`config.mk`:
```
export PLATFORM = sky130hd
export DESIGN_NAME = q_event_monitor
export DESIGN_NICKNAME = d
export VERILOG_FILES = /design/src/rtl/q_event_monitor_pkg.sv /design/src/rtl/q_event_monitor_edge_detect.sv /design/src/rtl/q_event_monitor.sv
export SDC_FILE = /design/constraint.sdc
export NUM_CORES = 1
export LEC_CHECK = 0
export CAP_MARGIN = 20
export CORE_MARGIN = 10
export CORE_UTILIZATION = 55
export CTS_CLUSTER_SIZE = 8
export DETAILED_ROUTE_END_ITERATION = 16
export PLACE_DENSITY = 0.85
export REMOVE_ABC_BUFFERS = 1
export SYNTH_ARGS = -nofsm -noshare
export SYNTH_HDL_FRONTEND = slang
export SYNTH_SLANG_ARGS = --single-unit
```
`constraint.sdc`:
```
create_clock -name clk -period 4.3 [get_ports clk]
set_clock_uncertainty 0.15 [all_clocks]
set_input_delay 0.86 -clock clk [delete_from_list [all_inputs] [get_ports clk]]
set_output_delay 0.86 -clock clk [all_outputs]
set_load 0.01 [all_outputs]
```
`src/rtl/q_event_monitor_pkg.sv`:
```
// ============================================================================
// Module   : q_event_monitor_pkg
// Purpose  : Shared types, default constants and the saturating-increment
//            helper used by the q_event_monitor block.
// Contents : state_t                - window FSM encoding (IDLE, COUNT)
//            DEFAULT_WINDOW_CYCLES  - default window length in clocks
//            DEFAULT_COUNT_W        - default edge counter width
//            sat_inc()              - increment that sticks at a ceiling
// Revision : 1.0 - initial release
// ============================================================================
`default_nettype none

package q_event_monitor_pkg;

  typedef enum logic {
    IDLE  = 1'b0,
    COUNT = 1'b1
  } state_t;

  localparam int DEFAULT_WINDOW_CYCLES = 16;
  localparam int DEFAULT_COUNT_W       = 8;

  // Adds inc to value but never exceeds max_value. Operands are carried at
  // 32 bits so a single function serves any counter width up to 32.
  function automatic logic [31:0] sat_inc(input logic [31:0] value,
                                          input logic        inc,
                                          input logic [31:0] max_value);
    if (inc && (value < max_value)) begin
      return value + 32'd1;
    end
    return value;
  endfunction

endpackage : q_event_monitor_pkg

`default_nettype wire

```
`src/rtl/q_event_monitor_edge_detect.sv`:
```
// ============================================================================
// Module   : q_edge_detect
// Purpose  : Rising-edge detector for the monitored bit, with an optional
//            two-flop synchronizer in front of it.
// Macro    : Q_EVENT_MONITOR_SYNC_EN - when defined, q_in is synchronized
//            through two reset-to-0 flops before edge detection (adds two
//            cycles of input latency).
// Ports    : clk   in  rising-edge clock
//            rst   in  asynchronous active-high reset
//            q_in  in  monitored bit
//            rise  out high for the cycle in which the (synchronized) bit
//                      is 1 and its previous-cycle value was 0
// Revision : 1.0 - initial release
// ============================================================================
`default_nettype none

module q_edge_detect (
  input  logic clk,
  input  logic rst,
  input  logic q_in,
  output logic rise
);

  logic q_s;
  logic q_d;

`ifdef Q_EVENT_MONITOR_SYNC_EN
  logic sync_1;
  logic sync_2;

  always_ff @(posedge clk or posedge rst) begin
    if (rst) begin
      sync_1 <= 1'b0;
      sync_2 <= 1'b0;
    end else begin
      sync_1 <= q_in;
      sync_2 <= sync_1;
    end
  end

  assign q_s = sync_2;
`else
  // Upstream is a same-clock register, so no synchronization is needed.
  assign q_s = q_in;
`endif

  // Previous-cycle copy; tracked in every FSM state so the first counted
  // cycle sees a correct history.
  always_ff @(posedge clk or posedge rst) begin
    if (rst) begin
      q_d <= 1'b0;
    end else begin
      q_d <= q_s;
    end
  end

  assign rise = q_s && !q_d;

endmodule : q_edge_detect

`default_nettype wire

```
`src/rtl/q_event_monitor.sv`:
```
// ============================================================================
// Module   : q_event_monitor
// Purpose  : Counts rising edges of q_in over back-to-back windows of
//            WINDOW_CYCLES clocks and hands each window's count out through
//            a valid/ready result register. A result that arrives while the
//            previous one is still unaccepted is dropped and recorded in the
//            sticky overrun_out flag.
// Macro    : Q_EVENT_MONITOR_SYNC_EN - adds a 2-flop synchronizer on q_in
//            (see q_edge_detect). Window timing is unaffected.
// Params   : WINDOW_CYCLES - window length in clocks (>= 2)
//            COUNT_W       - edge counter / count_out width (1..32),
//                            counter saturates at 2^COUNT_W-1
// Ports    : clk            in  rising-edge clock
//            rst            in  asynchronous active-high reset
//            q_in           in  monitored bit
//            enable_in      in  run windows while high
//            ready_in       in  consumer accepts count_out
//            clear_in       in  pulse: clears overrun_out
//            count_out      out edge count of last completed window
//            valid_out      out count_out holds an unaccepted result
//            overrun_out    out sticky: a window result was dropped
//            window_end_out out pulse on the terminal cycle of each window
// Revision : 1.0 - initial release
// ============================================================================
`default_nettype none

module q_event_monitor
  import q_event_monitor_pkg::*;
#(
  parameter int WINDOW_CYCLES = DEFAULT_WINDOW_CYCLES,
  parameter int COUNT_W       = DEFAULT_COUNT_W
) (
  input  logic               clk,
  input  logic               rst,
  input  logic               q_in,
  input  logic               enable_in,
  input  logic               ready_in,
  input  logic               clear_in,
  output logic [COUNT_W-1:0] count_out,
  output logic               valid_out,
  output logic               overrun_out,
  output logic               window_end_out
);

  localparam int                 WIN_W    = $clog2(WINDOW_CYCLES);
  localparam logic [WIN_W-1:0]   WIN_LAST = WIN_W'(WINDOW_CYCLES - 1);
  localparam logic [COUNT_W-1:0] CNT_MAX  = '1;

  state_t             state;
  state_t             state_next;
  logic [WIN_W-1:0]   window_cnt;
  logic [COUNT_W-1:0] edge_cnt;
  logic [COUNT_W-1:0] final_count;
  logic               rise;
  logic               terminal;

  q_edge_detect u_edge_detect (
    .clk  (clk),
    .rst  (rst),
    .q_in (q_in),
    .rise (rise)
  );

  // Count including this cycle's rise; on the terminal cycle this is the
  // window result, otherwise it is the next edge_cnt value.
  assign final_count = COUNT_W'(sat_inc(32'(edge_cnt), rise, 32'(CNT_MAX)));

  always_comb begin
    state_next = state;
    terminal   = 1'b0;
    case (state)
      IDLE: begin
        if (enable_in) begin
          state_next = COUNT;
        end
      end
      COUNT: begin
        if (!enable_in) begin
          state_next = IDLE;
        end else if (window_cnt == WIN_LAST) begin
          terminal = 1'b1;
        end
      end
      default: state_next = IDLE;
    endcase
  end

  assign window_end_out = terminal;

  always_ff @(posedge clk or posedge rst) begin
    if (rst) begin
      state <= IDLE;
    end else begin
      state <= state_next;
    end
  end

  // Window/edge counters. Anything other than a running, non-terminal COUNT
  // cycle returns them to zero, which covers IDLE, abort and window wrap.
  always_ff @(posedge clk or posedge rst) begin
    if (rst) begin
      window_cnt <= '0;
      edge_cnt   <= '0;
    end else if ((state == COUNT) && enable_in && !terminal) begin
      window_cnt <= window_cnt + WIN_W'(1);
      edge_cnt   <= final_count;
    end else begin
      window_cnt <= '0;
      edge_cnt   <= '0;
    end
  end

  // Result register. A terminal cycle either loads (slot free or being
  // emptied this same edge) or drops the result; otherwise a transfer
  // simply empties the slot. count_out is left untouched when emptied.
  always_ff @(posedge clk or posedge rst) begin
    if (rst) begin
      count_out <= '0;
      valid_out <= 1'b0;
    end else if (terminal && (!valid_out || ready_in)) begin
      count_out <= final_count;
      valid_out <= 1'b1;
    end else if (valid_out && ready_in) begin
      valid_out <= 1'b0;
    end
  end

  // A drop takes priority over a simultaneous clear.
  always_ff @(posedge clk or posedge rst) begin
    if (rst) begin
      overrun_out <= 1'b0;
    end else if (terminal && valid_out && !ready_in) begin
      overrun_out <= 1'b1;
    end else if (clear_in) begin
      overrun_out <= 1'b0;
    end
  end

endmodule : q_event_monitor

`default_nettype wire

```
==> results.md, run 1 <==
* Setup bufs post-CTS at 0
* Dpl cell area at 1250 µm²
* Worst path cell trace: clkdlybuf4s50_1, nand3_1, inv_1, clkdlybuf4s50_1
* Resized Gates After CTS at 0
* Sequential area share after synthesis at 56.5%
* RSZ-0062 raised after global routing: false
* Slowest-stage cell, CP: clkdlybuf4s50_1
* Max FO, Critical Path at 5
* CP endpoint: window_end_out
* Hold Crit Class: reg -> reg
* Origin of the worst setup path: enable_in
* # rows at 15
* Leading area contributor after synthesis: dfrtp_1
* Crit Path Class: in -> out
* RD Place Congestion at 0.808
* Routed Antenna Nets at 0
* Top delay family on crit path: buffers and inverters
* Antenna diode count at 0
* Final wirelength at 1.97 mm
* Port Buffers at 16
* Vias at 775
* Crit. End Element: output pin
* Post-synth top area share at 56.5%
* Hold Fails Final Rpt at 0
* Die X at 64.0 µm
* Cts bufs inserted at 3
* Final instance area at 1270 µm²
* VDD IR-drop max at 0.000176 V
* Worst endpoint required time at 3.29 ns
* Initial antenna violation count at 0
* Hold Buf Count CTS at 0
* Worst-Skew Late Latency at 0.30 ns
* Crit path time final at 3.16 ns
* CP Buf/Inv Count at 3
* Vias in the first global route at 788
* Vias per cell at 5.42
* R2R depth at 5
* Max incr delay on CP at 0.53 ns
* Power density over the cells at 265 nW/µm²
* Die area at 4090 µm²
* Post-route setup slack at 1.14 ns
* Core Box Area at 1780 µm²
* HPWL after detailed placement at 1.56 mm
* Synth cell types at 28
* Setup violations, final at 0
* Synth Flop Type: dfrtp_1
* Most frequent CP cell: clkdlybuf4s50_1
* Reg-to-reg critical path startpoint: window_cnt[0]
* Final Non-Filler Cells at 143
* Top cells by area, synth: dfrtp_1 (56%), nor2_1 (4.2%), nand2_1 (3.9%), o21ai_0 (3.3%), xor2_1 (3.3%)
* IO Pins at 17
* Clock sink count at 24
* Bufs on Longest Clock Path at 2
* Post-synthesis cell area at 1060 µm²
* DRC at 0
* Post-synth top cells: dfrtp_1 (24), nor2_1 (12), nand2_1 (11), o21ai_0 (7), inv_1 (6)
* Max-slew violations at 0
* Setup crit start kind: input port
* Die Y at 64.0 µm
* Fin crit share at 73.6%
* Nets at 128
* Total chip power at 0.000337 W
* First-pass GRT wire length at 3.55 mm
* Largest net degree at the start of global routing at 25
* R2r setup slk at 2.47 ns
* Slew headroom at 42.2%
* Ys async rst share at 100%
* Starting Density at 59.6%
* R2r endpoint: edge_cnt[5]
* Max Cap Viol at 0
* Arrival time worst endpoint at 2.15 ns
* LEAKAGE at 0.598 nW
* Fmax at 316 MHz
* Placed instance count at 140
* Most common cell in the netlist: dfrtp_1
* EDFF count, synth at 0
* Status: finished clean
* Instance count on the critical path at 4
* DRT iter0 DRCs at 23
* Worst-path clk slew at 0.11 ns
* Pre-CTS setup slack at 1.12 ns
* Fraction of layout cells with a size suffix above 1 at 5.93%
* Drt wl/cell at 13.8 µm
* Synth Area per Inst at 10.6 µm²
* CTS tree: built
* Remaining Overflow, GRT at 0
* Area growth syn-to-layout at 19.6%
* Htree depth at 1
* Synth Instances at 100
* Hold path depth at 1
* First drt pass iteration count at 4
* Total track usage at 10.5%
* CTS Root Cell: clkbuf_4
* Yosys reg bits at 24
* YS warnings at 0
* Worst-margin pin slew at 0.866 ns
* Setup TNS at 0 ns
## metal layers
layer,vias to the layer above,track usage (%),wire [µm]
met5,-,0,0
met1,379,12.5,903
li1,377,-,-
met4,0,5.46,27
met2,15,16.9,963
met3,4,2.79,77
## metrics by stage
step / hold slack, ns / utilization (%)
finish: 0.329 / 71.4
global route: 0.353 / 71.4
detailed placement: 0.317 / 70.1
floorplan: 0.283 / -
global placement: 0.300 / 70.1
CTS: 0.333 / 71.4
## state kept, by name, summed over array words and instances (netlist names)
| signal | cells |
|---|---|
| state | 1 |
| edge_cnt | 8 |
| count_out | 8 |
| valid_out | 1 |
| u_edge_detect.q_d | 1 |
| window_cnt | 4 |
| overrun_out | 1 |
## logic make-up (layout without fill, tap and decap cells)
logic type	Yosys count	in the layout	synth area share, %
simple gates	42	42	20.9
xor+xnor	4	4	3.29
mux	4	4	3.88
buf+inv	7	25	2.59
flops	24	24	56.5
compound gates	17	17	10.5
fa+ha+maj	2	2	2.35
## final cells by class
type | instances | area (µm²)
Clock buffer | 3 | 22.5
Multi-Input combinational cell | 69 | 435
Timing Repair Buffer | 16 | 160
Sequential cell | 24 | 601
Tap cell | 25 | 31.3
Inverter | 6 | 22.5
Fill cell | 137 | 510
## placed cells by master (no fill, tap or decap), types with 2 or more instances in the layout
cell type / n
nand2b_1: 2
nand3_1: 4
dfrtp_1: 24
a21oi_1: 3
nand2_1: 11
clkbuf_4: 3
mux2i_1: 3
clkdlybuf4s50_1: 16
inv_1: 6
nand4_1: 2
o21ai_0: 7
nor2_1: 12
xor2_1: 4
ha_1: 2
o211ai_1: 2
and3_1: 4
## where the power goes
| part | total (W) | internal, W | switching, W |
|---|---|---|---|
| clock network | 0.0000908 | 0.0000326 | 0.0000582 |
| registers | 0.000230 | 0.000228 | 0.00000190 |
| logic | 0.0000168 | 0.00000705 | 0.00000976 |
| total | 0.000337 | 0.000267 | 0.0000698 |
## how the worst min path moves through the flow
stage	startpoint	to	slack (ns)
final	window_cnt[0]	window_cnt[0]	0.33
after global routing	window_cnt[0]	window_cnt[0]	0.35
after CTS	window_cnt[0]	window_cnt[0]	0.33
after detailed placement	window_cnt[0]	window_cnt[0]	0.32
after global placement	window_cnt[0]	window_cnt[0]	0.30
after floorplan	window_cnt[0]	window_cnt[0]	0.28
Note: power is estimated with default switching activity, not from simulation.
==> run 2, diff against run 1 <==
CORE_ASPECT_RATIO = 1.5   (was unset)
CORE_UTILIZATION = 46   (was 55)
PLACE_DENSITY = 0.76   (was 0.85)
clock period = 2.7 ns   (was 4.3 ns; I/O delays follow)
==> run 2 against run 1 <==
Non-clock buffer count grew 1. Design area increased by 0.39%. Critical path type is now reg -> out. Register-to-register slack worse by 1.6 ns. Flip-flop and latch count is the same. Sequential share of layout area shrank 0.19 points. Largest cell class unchanged. Die area is 14% higher. Via count increased by 0.65%. Global-route usage shrank 1.1 points. First-iteration DRC count shrank 52%.
==> results.md, run 2 (same netlist as run 1, synthesis figures left out) <==
* Clock sink count at 24 (unchanged)
* Die X at 59.3 µm (-7.4%)
* RSZ-0062 raised after global routing: false
* Fin crit share at 93.6%
* Vias at 780 (+0.65%)
* Max Cap Viol at 0 (unchanged)
* Htree depth at 1 (unchanged)
* Worst-path clk slew at 0.12 ns (about the same)
* CTS tree: built
* HPWL after detailed placement at 1.66 mm (+6.1%)
* Die Y at 78.9 µm (+23%)
* Routed Antenna Nets at 0 (unchanged)
* DRC at 0 (unchanged)
* R2r setup slk at 0.91 ns (-1.56 ns)
* Worst hold start: window_cnt[0]
* Largest registers: count_out x8, edge_cnt x8, window_cnt x4
* # fillers at 188 (+37%)
* Setup crit start kind: flop
* Drt wl/cell at 14.7 µm (+6.7%)
* Worst-margin pin slew at 0.419 ns (-0.447 ns)
* VDD IR-drop max at 0.000266 V (+51%)
* Resized Gates After CTS at 0 (unchanged)
* Die area at 4680 µm² (+14%)
* Crit. End Element: output pin
* R2R depth at 5 (unchanged)
* Setup TNS at 0 ns (unchanged)
* Power density over the cells at 423 nW/µm² (+60%)
* Setup bufs post-CTS at 0 (unchanged)
* First drt pass iteration count at 4 (unchanged)
* LEAKAGE at 0.603 nW (+0.80%)
* RD Place Congestion at 0.747 (-7.6%)
* Fmax at 396 MHz
* Final Non-Filler Cells at 142 (-0.70%)
* Final wirelength at 2.09 mm (+6.0%)
* Worst endpoint required time at 2.01 ns (-1.28 ns)
* Fraction of layout cells with a size suffix above 1 at 6.72% (+0.79 points)
* Hold Fails Final Rpt at 0 (unchanged)
* Pre-CTS setup slack at 0.171 ns (-0.948 ns)
* Post-route setup slack at 0.173 ns (-0.963 ns)
* Hold Crit Class: reg -> reg
* Slew headroom at 72.0% (+30 points)
* Port Buffers at 16 (unchanged)
* Most frequent cells in the layout: dfrtp_1 (24), clkdlybuf4s50_1 (16), nor2_1 (12)
* Area occupied by multi-input gates at 435 µm² (unchanged)
* Status: finished clean
* Starting Density at 47.6% (-12 points)
* Hold Buf Count CTS at 0 (unchanged)
* Core Box Area at 2230 µm² (+25%)
* Cts bufs inserted at 3 (unchanged)
* Hold path depth at 1 (unchanged)
* Area growth syn-to-layout at 20.1%
* Hold worst-path end: window_cnt[0]
* Nets at 129 (+0.78%)
* Total track usage at 9.39% (-1.1 points)
* IO Pins at 17 (unchanged)
* Worst-Skew Late Latency at 0.30 ns (about the same)
* Largest net degree at the start of global routing at 25 (unchanged)
* Vias per cell at 5.49 (+1.4%)
* CTS Root Cell: clkbuf_4
* DRT iter0 DRCs at 11 (-52%)
* First-pass GRT wire length at 3.55 mm (unchanged)
* Antenna diode count at 0 (unchanged)
* Total chip power at 0.000541 W (+60%)
* Commonest non-fill, non-tap cell in the layout: dfrtp_1
* Arrival time worst endpoint at 1.84 ns (-0.31 ns)
* Sequential cell area at 601 µm² (unchanged)
* Crit path time final at 2.53 ns
* Remaining Overflow, GRT at 0 (unchanged)
* Crit Path Class: reg -> out
* # rows at 21 (+6)
* Bufs on Longest Clock Path at 2 (unchanged)
* R2r endpoint: edge_cnt[5]
* Placed instance count at 139 (-0.71%)
* Vias in the first global route at 813 (+3.2%)
* Max FO, Critical Path at 4 (-1)
* Max-slew violations at 0 (unchanged)
* Reg-to-reg critical path startpoint: window_cnt[0]
* Initial antenna violation count at 0 (unchanged)
* Core Util, Final at 57.2% (-14 points)
* Setup violations, final at 0 (unchanged)
## run 2: worst max path at each step
| stage | from | end | cells past startpoint |
|---|---|---|---|
| 2_1_floorplan | window_cnt[0] | window_end_out | 4 |
| 3_3_place_gp | enable_in | window_end_out | 4 |
| 3_5_place_dp | enable_in | window_end_out | 4 |
| 4_1_cts | window_cnt[0] | window_end_out | 5 |
| 5_1_grt | window_cnt[0] | window_end_out | 5 |
| 6_report | window_cnt[0] | window_end_out | 5 |
## run 2: per-layer routing
layer	share of wire (%)	up-vias	track usage, %
li1	-	382	-
met1	39	387	9.36
met2	54	9	16.7
met3	5.2	2	3.18
met4	1.2	0	4.15
met5	0	-	0
## run 2: per-stage QoR
step,hold slack (ns),area (µm²)
6_report,0.325,1280
5_1_grt,0.372,1280
4_1_cts,0.333,1280
3_5_place_dp,0.316,1250
3_3_place_gp,0.297,1250
2_1_floorplan,0.283,1060
## run 2: cell type report
cell class / instances / area share, %
clock buffer: 3 / 1.76
multi-input combinational: 69 / 34.1
tap: 23 / 2.25
sequential: 24 / 47.0
inverter: 6 / 1.76
timing repair buffer: 17 / 13.1
## run 2: power breakdown
part	internal (W)	switching (W)	leakage, nW
Clock	0.0000520	0.0000958	0.0138
Combinational	0.0000121	0.0000153	0.260
Sequential	0.000363	0.00000290	0.329
## run 2: critical path: stages, from the launching register on
cell and delay [ns]:
dfrtp_1 0.39, ha_1 0.22, and3_1 0.18, nand3_1 0.13, inv_1 0.08, clkdlybuf4s50_1 0.53
==> run 3, diff against run 2 <==
SETUP_SLACK_MARGIN = 0.02   (was unset)
==> results of run 3 <==
Same layout as run 2: the final DEF is identical, and so are final timing and power.
